File: src/rtl/clock_divider_prog.sv
// Runtime-programmable clock divider: square-wave clk_out plus one-cycle tick strobe.
// The half-period terminal count reloads through a one-deep valid/ready slot.
module clock_divider_prog #(
  parameter int unsigned CNT_W       = 28,
  parameter int unsigned DEFAULT_DIV = 99999999
) (
  input  logic             clk_in,
  input  logic             rst_n,
  input  logic             enable,
  input  logic             clear,
  input  logic [CNT_W-1:0] div_in,
  input  logic             div_valid,
  output logic             div_ready,
  output logic [CNT_W-1:0] cur_div,
  output logic             clk_out,
  output logic             tick
);

  localparam logic [CNT_W-1:0] RESET_DIV = CNT_W'(DEFAULT_DIV);

  logic [CNT_W-1:0] counter;
  logic [CNT_W-1:0] pending;
  logic             pending_full;

  assign div_ready = ~pending_full;

  always_ff @(posedge clk_in) begin
    if (!rst_n) begin
      counter      <= '0;
      clk_out      <= 1'b0;
      tick         <= 1'b0;
      cur_div      <= RESET_DIV;
      pending      <= '0;
      pending_full <= 1'b0;
    end else begin
      // Capture and apply are mutually exclusive on pending_full, so a value
      // captured at a terminal edge always waits for the following terminal.
      if (div_valid && !pending_full) begin
        pending      <= div_in;
        pending_full <= 1'b1;
      end

      if (clear) begin
        counter <= '0;
        clk_out <= 1'b0;
        tick    <= 1'b0;
      end else if (!enable) begin
        tick <= 1'b0;
        if (pending_full) begin
          cur_div      <= pending;
          pending_full <= 1'b0;
          counter      <= '0;
        end
      end else if (counter >= cur_div) begin
        counter <= '0;
        clk_out <= ~clk_out;
        tick    <= 1'b1;
        if (pending_full) begin
          cur_div      <= pending;
          pending_full <= 1'b0;
        end
      end else begin
        counter <= counter + 1'b1;
        tick    <= 1'b0;
      end
    end
  end

endmodule
File: config.mk
export PLATFORM = sky130hd
export DESIGN_NAME = clock_divider_prog
export DESIGN_NICKNAME = d
export VERILOG_FILES = /design/src/rtl/clock_divider_prog.sv
export SDC_FILE = /design/constraint.sdc
export NUM_CORES = 1
export LEC_CHECK = 0
export BUFFER_PORTS_ARGS = -buffer_cell sky130_fd_sc_hd__buf_2
export CORE_ASPECT_RATIO = 1.5
export CORE_MARGIN = 3
export CORE_UTILIZATION = 50
export CTS_CLUSTER_SIZE = 10
export DETAILED_ROUTE_END_ITERATION = 7
export PLACE_DENSITY = 0.8
export SLEW_MARGIN = 20
export SYNTH_ARGS = -nofsm -noshare
export SYNTH_HDL_FRONTEND = slang
export SYNTH_SLANG_ARGS = --single-unit
File: constraint.sdc
create_clock -name clk_in -period 8.2 [get_ports clk_in]
set_input_delay 0 -clock clk_in [delete_from_list [all_inputs] [get_ports clk_in]]
set_output_delay 0 -clock clk_in [all_outputs]
set_load 0.01 [all_outputs]
### Yosys cells after proc, flatten, opt, wreduce, memory -nomap -nowiden

Cells that the tools add are included.

* register bits: 87
* input bits: 33
* logic and storage cells: 33

* $add $sub $neg: 1
* $lt $le $gt $ge: 1
* equality and inequality tests: 1
* muxes and demuxes: 12
* bitwise gates (word level): 5
* reductions and logical operators: 7

Operators by type and width (number)
* 28-bit two-way mux: 6
* 28-bit by 1-bit adder with 28-bit output, second input constant: 1
* 28-bit greater-or-equal comparator: 1
* 1-bit two-way mux: 6
* 1-bit inverter: 5
* 2-bit AND reduction: 2
* 3-bit OR reduction: 1
* 2-bit by 1-bit inequality test with 1-bit output, second input constant: 1
* 2-bit nonzero test: 1
* 2-bit OR reduction: 1
* 1-bit logical AND: 1
* 1-bit logical NOT: 1

### Logic depth before layout (Yosys ltp)

Gate-level depths: netlist (run 1).

* depth in word-level cells: 7
* depth in mapped cells: 11
* mapped depth without buffers: 9

### Least setup slack after synthesis (run 1)

No wires, ideal clock.

* path kind: register to register
* from: register cur_div[10]
* to: register counter[7]
* arrival: 2.565 ns
* path slack: 5.518 ns
* cell stages (with the launch flop): 12
* path buffers: 2
* clock period less this slack: 2.682 ns
* cell sequence: dfxtp_1 -> inv_1 -> ha_1 -> nand4_1 -> or3_1 -> a221o_1 -> a2111oi_4 -> or3_1 -> buf_4 -> buf_6 -> o21ai_1 -> a22o_1

* word-level cells in the longest chain between the ends: 3

Ends and longest elaborated chain
* start, declared: line 14 `output logic [CNT_W-1:0] cur_div,`
* start signal, assigned: line 50 `cur_div <= pending;`
* start signal, assigned: line 59 `cur_div <= pending;`
* 28-bit greater-or-equal comparator: line 54 `end else if (counter >= cur_div) begin`
* 28-bit two-way mux: line 54
* 28-bit two-way mux: line 47 `end else if (!enable) begin`
* end signal, assigned: line 63 `counter <= counter + 1'b1;`
* end, declared: line 21 `logic [CNT_W-1:0] counter;`

No other way between the ends.
A chain may end at the register's enable or synchronous reset.

### Worst setup path after layout (run 1)

* from: register cur_div[10]
* to: register counter[5]

The elaborated chain is that of the path after synthesis.

==> out/qor.txt, run 1 <==
PLACE
------------------------------------------------------------------------------------
Number of port buffers                                                            63
Sum of net half-perimeters after detailed placement                          6946 µm
Final RePlAce weighted congestion                                             0.7956

SYNTHESIS
------------------------------------------------------------------------------------
EDFF count, synth                                                                  0
Post-synth design cell area                                                 4192 µm²
Register bit count reported by yosys                                              87
Synth Net Count                                                                  573
Mean post-synth cell area                                                  8.203 µm²
Most used DFF post-synth                                                sky130_fd_sc_hd__dfxtp_1
Synth Instances                                                                  511
Proportion of netlist area held by the largest area contributor               41.55%
Leading cell types by count after synthesis                             sky130_fd_sc_hd__nand2_1, sky130_fd_sc_hd__dfxtp_1, sky130_fd_sc_hd__inv_1
Number of distinct library cells after synthesis                                  39
Share of flip-flops with an asynchronous set or reset after synthesis             0%
Leading cell types by total area after synthesis                        sky130_fd_sc_hd__dfxtp_1, sky130_fd_sc_hd__nand2_1, sky130_fd_sc_hd__ha_1
Most numerous cell in the Yosys netlist                                 sky130_fd_sc_hd__nand2_1
Largest area contributor in the netlist                                 sky130_fd_sc_hd__dfxtp_1
Proportion of synthesized chip area in sequential cells                       41.55%
Number of warning messages in the yosys log                                        0

GLOBAL ROUTING
------------------------------------------------------------------------------------
Most used routing layer                                                         met2
Vias in the first global route                                                 3,637
Grt total ovfl                                                                     0
Largest net degree at the start of global routing                                 68
Wire length of the first global-routing pass                               16,880 µm
Global-route track usage on met1                                              26.81%
Met2 demand-to-capacity share in global routing                               37.50%
Number of antenna violations at the first check in global routing                  0
GRT Overall Usage                                                             22.39%
Met3 layer usage reported by global route                                     4.345%

TIMING
------------------------------------------------------------------------------------
Worst hold slack after final layout                                       0.01909 ns
Fraction of the cycle the final worst path needs                              42.38%
Peak clock frequency supported by timing                                   287.8 MHz
Max Slew Vio Count                                                                 0
Tightest Pin Transition                                                     1.022 ns
Count of endpoints failing setup in the final report                               0
Worst relative slew slack                                                     31.86%
Final period demand of the worst path                                       3.475 ns
Final setup skew                                                         0.006401 ns
RSZ-0062 raised after global routing                                              no
Hold Vio Cnt, Final                                                                0
Final setup TNS                                                                 0 ns

CRITICAL PATH
------------------------------------------------------------------------------------
Launching element type of the critical path                                 register
Critical path's slowest cell                                            sky130_fd_sc_hd__or3_1
Most frequent cell on the critical path                                 sky130_fd_sc_hd__or3_1
Delay of the slowest cell on the worst path                                  0.85 ns
Crit Path Category                                                        reg -> reg
Maximum net fanout on the critical path                                           35
Critical path cell sequence                                             inv_1, ha_1, nand4_1, or3_1, a221o_1, a2111oi_4, or3_1, o21ai_0, a22o_1
Critical Path Sink Type                                                     register
WP data arrival                                                              3.71 ns
CP required                                                                  8.43 ns

FINAL LAYOUT
------------------------------------------------------------------------------------
FILL cells                                                                       678
Fraction of final layout cells sized beyond drive strength 1                  13.78%
Area growth syn-to-layout                                                     21.55%
Combined area of the multi-input logic cells                                2195 µm²
FF/Latch Area                                                               1742 µm²
Number of antenna diodes                                                           0
Total Nets Final                                                                 653

FLOORPLANNING
------------------------------------------------------------------------------------
Number of placement rows                                                          40
Initial core utilization                                                      51.70%
Die Y                                                                       118.1 µm
Number of ports placed on the die boundary                                        64
Core region area                                                            8108 µm²
Chip Width                                                                  80.76 µm
Die footprint                                                               9540 µm²

ROUTE
------------------------------------------------------------------------------------
Detailed Route Iter0 Violations                                                  231
Number of vias per cell after detailed routing                                 5.501
DRT antenna net count                                                              0
First drt pass iteration count                                                     5
Average detailed-routed wire length per instance                            14.52 µm
Vias                                                                           3,851
Sum of routed wire length over all layers                                  10,160 µm
DRC                                                                                0

RUN
------------------------------------------------------------------------------------
Max Cap Viol                                                                       0

CLOCK TREE
------------------------------------------------------------------------------------
Bufs on Longest Clock Path                                                         2
Clk root buf                                                            sky130_fd_sc_hd__clkbuf_16
Worst skew pair latency                                                      0.34 ns
Clock tree from TritonCTS                                                        yes
Number of gates resized after cts                                                  0
Clk sinks                                                                         87
Clk slew on worst S/H paths                                                  0.06 ns
Number of buffers added for setup after CTS                                        0
CTS H-tree lvls                                                                    3
Total CTS buffers                                                                  9

POWER AND IR DROP
------------------------------------------------------------------------------------
Peak supply drop                                                         0.0001452 V
Static leakage                                                              2.206 nW
Power per cell area                                                     173.8 nW/µm²

OUTCOME
------------------------------------------------------------------------------------
Run status                                                              finished, final reports clean

HOLD PATH
------------------------------------------------------------------------------------
Worst min-delay path category                                              in -> reg

-- power breakdown --
group	switching, mW	internal, mW	total [mW]	leakage (nW)
Combinational	0.0400	0.0330	0.0729	1.37
Clock	0.158	0.210	0.368	0.131
Sequential	0.00807	0.436	0.444	0.708
-- flip-flops by register name, summed over array words and instances, names as in the netlist --
name	cells
counter	28
cur_div	28
pending	28
clk_out	1
pending_full	1
tick	1
-- repair_timing --
action                                 in CTS  in global routing
hold buffers                               30                  0
setup endpoints to repair                   0                  0
endpoints found under the hold margin      30                  0
-- cell type report --
class                      count  share of cell area, %
clock buffer                  11                  4.764
clock inverter                 4                 0.4420
inverter                      39                  2.873
multi-input combinational    361                  43.07
sequential                    87                  34.18
tap                          105                  2.579
timing repair buffer          93                  12.08
-- layer usage --
metal  routed length, µm  up-vias
met4                 236        0
li1                    -     1915
met3                 509       24
met2                5250      137
met5                   0        -
met1                4167     1775
-- cell usage in the layout, fill, tap and decap left out, types with 21 or more instances in the layout --
master and n:
sky130_fd_sc_hd__a21boi_0 29, sky130_fd_sc_hd__a21oi_1 21, sky130_fd_sc_hd__buf_2 63, sky130_fd_sc_hd__dfxtp_1 87, sky130_fd_sc_hd__dlygate4sd3_1 30, sky130_fd_sc_hd__ha_1 29, sky130_fd_sc_hd__inv_1 39, sky130_fd_sc_hd__nand2_1 113
sky130_fd_sc_hd__nand3_1 22, sky130_fd_sc_hd__o21ai_0 31
-- path summary, 6_finish.rpt --
check,start,endpoint,slack [ns],cells past startpoint
max reg2reg,cur_div[10],counter[5],4.72,9
min,clear,clk_out,0.02,4
max,cur_div[10],counter[5],4.72,9
min reg2reg,pending[15],pending[15],0.47,2
-- cells by family (layout without fill, tap and decap cells) --
group                    after synthesis  in the layout  share of synthesized area [%]
AND/OR/NAND/NOR                      197            197                          21.28
adder cells (fa/ha/maj)               29             29                          8.657
buffers and inverters                 63            147                          6.418
XOR/XNOR                               9              9                          1.881
flip-flops                            87             87                          41.55
AO/OA/AOI/OAI                        124            124                          19.73
multiplexers                           2              2                         0.4776
-- through the flow --
stage          worst slack [ns]  area, µm²  total power [mW]  utilization [%]  instances
2_1_floorplan             5.518       4192            0.4925                -        511
3_3_place_gp              4.937       4519            0.5107            55.74        655
3_5_place_dp              4.794       4524            0.5139            55.80        655
4_1_cts                   4.788       5090            0.8877            62.78        700
5_1_grt                   4.522       5095            0.9150            62.84        700
6_report                  4.725       5095            0.8855            62.84        700
-- critical path: cells and delay by family (launching register included) --
| kind | cells | cell delay, ns |
|---|---|---|
| and+or+nand+nor | 3 | 1.37 |
| DFF | 1 | 0.35 |
| adders and majority gates | 1 | 0.31 |
| AOI/OAI and AO/OA | 4 | 1.27 |
| buffers and inverters | 1 | 0.05 |
No activity file was read; power rests on OpenSTA's default activity.
==> run 2: changes to the inputs <==
clock period = 3.4 ns   (was 8.2 ns; I/O delays follow)
==> run 2 against run 1 <==
  * Wire length is 0.46% lower
  * Cell count is 1.1% higher
  * Register-to-register slack worse by 4.3 ns
  * Non-clock buffer count is 8 higher
  * Clock skew hardly changed
  * Final area is 1.1% higher
  * Largest power group unchanged
  * Critical path type unchanged
  * Count of clock-buffer cells in the layout stayed put
  * Largest cell class unchanged
  * First-iteration DRC count is 14% higher
  * Sequential share of layout area is 0.36 points lower
  * Sequential power is 140% higher
==> out/qor.txt, run 2 (synthesis results as in run 1) <==
OUTCOME
--------------------------------------------------------------------------------
Run status                                                          finished, final reports clean

CRITICAL PATH
--------------------------------------------------------------------------------
Worst reg2reg setup slack                                                0.39 ns   -4.34 ns
WP data arrival                                                          3.27 ns   -0.44 ns
End point of the critical path                                       cur_div[19]
Launching element type of the critical path                             register
Maximum net fanout on the critical path                                       25   -29%
Critical Path Sink Type                                                 register
FF-to-FF Start                                                       cur_div[10]
Endpoint of the most critical register-to-register path              cur_div[19]
Crit path launch                                                     cur_div[10]
Crit Path Category                                                    reg -> reg
Number of cells traversed by the worst register-to-register path              10   +1
CP required                                                              3.65 ns   -4.78 ns

TIMING
--------------------------------------------------------------------------------
Hold Vio Cnt, Final                                                            0   unchanged
Worst relative slew slack                                                 33.41%   +1.6 points
RSZ-0062 raised after global routing                                          no
Final period demand of the worst path                                   3.014 ns   -0.4616 ns
Count of endpoints failing setup in the final report                           0   unchanged
Max Slew Vio Count                                                             0   unchanged
Final setup skew                                                     0.006149 ns   -0.0002528 ns
Peak clock frequency supported by timing                               331.8 MHz   +15%
Fraction of the cycle the final worst path needs                          88.64%   +46 points
Final setup TNS                                                             0 ns   unchanged
Tightest Pin Transition                                                0.9943 ns   -0.02777 ns

ROUTE
--------------------------------------------------------------------------------
Uppermost metal layer occupied by signal nets                               met4
Vias                                                                       3,796   -1.4%
Routed met2 length                                                       5236 µm   -0.27%
Detailed Route Iter0 Violations                                              263   +14%
Sum of routed wire length over all layers                              10,120 µm   -0.46%
Routed length on met3                                                     337 µm   -34%
Average detailed-routed wire length per instance                        14.29 µm   -1.6%
Met1 Routed Length                                                       4201 µm   +0.82%
Number of vias per cell after detailed routing                             5.362   -2.5%
DRT antenna net count                                                          0   unchanged
First drt pass iteration count                                                 5   unchanged
DRC                                                                            0   unchanged

HOLD PATH
--------------------------------------------------------------------------------
Worst min-delay path category                                          in -> reg

FINAL LAYOUT
--------------------------------------------------------------------------------
Post-route cell area                                                    5149 µm²   +1.1%
Fraction of final layout cells sized beyond drive strength 1              14.59%   +0.81 points
Commonest non-fill, non-tap cells in the layout                     sky130_fd_sc_hd__nand2_1, sky130_fd_sc_hd__dfxtp_1, sky130_fd_sc_hd__buf_2, sky130_fd_sc_hd__inv_1, sky130_fd_sc_hd__o21ai_0
Biggest registers after layout                                      counter (28), cur_div (28), pending (28)
Area growth syn-to-layout                                                 22.84%
Number of antenna diodes                                                       0   unchanged
Leading cell type in the layout, fill and taps excluded             sky130_fd_sc_hd__nand2_1
Total Nets Final                                                             661   +1.2%

FLOORPLANNING
--------------------------------------------------------------------------------
Number of ports placed on the die boundary                                    64   unchanged
Core region area                                                        8108 µm²   unchanged
Die Y                                                                   118.1 µm   unchanged
Number of placement rows                                                      40   unchanged
Initial core utilization                                                  51.70%   unchanged
Chip Width                                                              80.76 µm   unchanged
Die footprint                                                           9540 µm²   unchanged

RUN
--------------------------------------------------------------------------------
Max Cap Viol                                                                   0   unchanged

CLOCK TREE
--------------------------------------------------------------------------------
Total CTS buffers                                                              9   unchanged
Number of gates resized after cts                                              0   unchanged
CTS H-tree lvls                                                                3   unchanged
Clk slew on worst S/H paths                                              0.06 ns   about the same
Clk sinks                                                                     87   unchanged
Worst skew pair latency                                                  0.34 ns   about the same
Bufs on Longest Clock Path                                                     2   unchanged
Clk root buf                                                        sky130_fd_sc_hd__clkbuf_16
Clock tree from TritonCTS                                                    yes

PLACE
--------------------------------------------------------------------------------
Placed inst area                                                        4592 µm²   +1.5%
Final RePlAce weighted congestion                                         0.8013   +0.72%
Sum of net half-perimeters after detailed placement                      6988 µm   +0.61%
Number of port buffers                                                        63   unchanged

POWER AND IR DROP
--------------------------------------------------------------------------------
Post-route total power                                                  2.121 mW   +140%
Int Pwr                                                                 1.625 mW   +140%
Power per cell area                                                 411.9 nW/µm²   +140%
Relative contribution of combinational cells to total power                 8.6%   +0.4 points
Sequential share of power                                                  50.6%   +0.4 points
Static leakage                                                          2.243 nW   +1.6%
Net load switching power                                                496.0 µW   +140%
Clk pwr share                                                              40.8%   -0.8 points
Sw frac                                                                   23.39%   +0.10 points
Peak supply drop                                                     0.0003337 V   +130%

GLOBAL ROUTING
--------------------------------------------------------------------------------
Wire length of the first global-routing pass                           16,560 µm   -1.9%
GRT Overall Usage                                                         22.17%   -0.23 points
Largest net degree at the start of global routing                             67   -1.5%
Vias in the first global route                                             3,620   -0.47%
Grt total ovfl                                                                 0   unchanged
Number of antenna violations at the first check in global routing              0   unchanged

-- run 2: layout make-up --
type / count / area [µm²]
Clock buffer: 11 / 232.7
Clock inverter: 4 / 23.77
Fill cell: 672 / 2959
Inverter: 39 / 146.4
Multi-Input combinational cell: 361 / 2185
Sequential cell: 87 / 1742
Tap cell: 105 / 131.4
Timing Repair Buffer: 101 / 688.2
-- run 2: power by group through the flow --
stage          clock network, mW  logic, mW  registers (mW)
2_1_floorplan                  0     0.0935            1.09
3_3_place_gp                   0      0.145            1.09
3_5_place_dp                   0      0.152            1.09
4_1_cts                    0.875      0.180            1.07
5_1_grt                    0.906      0.204            1.08
6_report                   0.865      0.183            1.07
-- run 2: what timing repair did --
item / 4_1_cts / 5_1_grt
buffers inserted: 0 / 0
endpoints found under the hold margin: 30 / 0
hold buffers: 30 / 0
-- run 2: per-layer routing --
metal,global-route usage (%),vias to the layer above
li1,-,1932
met1,25.92,1741
met2,37.86,98
met3,3.277,25
met4,12.16,0
met5,0,-
-- run 2: worst min-delay path by stage --
stage | startpoint | end | slack (ns) | depth (start not counted)
after floorplan | div_in[16] | pending[16] | 0.14 | 2
after global placement | div_in[9] | pending[9] | 0.25 | 3
after detailed placement | div_in[8] | pending[8] | 0.26 | 3
after CTS | clear | clk_out | 0.03 | 4
after global routing | clear | clk_out | 0.1 | 4
final | clear | clk_out | 0.05 | 4
-- run 2: worst max-delay path: stages, from the launching register on --
cell                        delay [ns]
sky130_fd_sc_hd__dfxtp_1          0.35
sky130_fd_sc_hd__inv_1            0.05
sky130_fd_sc_hd__ha_1             0.31
sky130_fd_sc_hd__nand4_1          0.15
sky130_fd_sc_hd__or3_1            0.39
sky130_fd_sc_hd__a221o_1          0.32
sky130_fd_sc_hd__a2111oi_4        0.42
sky130_fd_sc_hd__o31a_2           0.51
sky130_fd_sc_hd__buf_12           0.21
sky130_fd_sc_hd__nand3_1          0.08
sky130_fd_sc_hd__o21ai_0          0.12
-- run 2: stage by stage --
step / instances / util (%) / hold slack, ns / setup WS, ns
floorplan: 511 / - / 0.1449 / 0.7180
global placement: 663 / 56.64 / 0.2494 / 0.5315
detailed placement: 663 / 56.64 / 0.2615 / 0.4044
CTS: 708 / 63.50 / 0.03394 / 0.3845
global route: 708 / 63.50 / 0.09584 / 0.1570
finish: 708 / 63.50 / 0.04717 / 0.3864
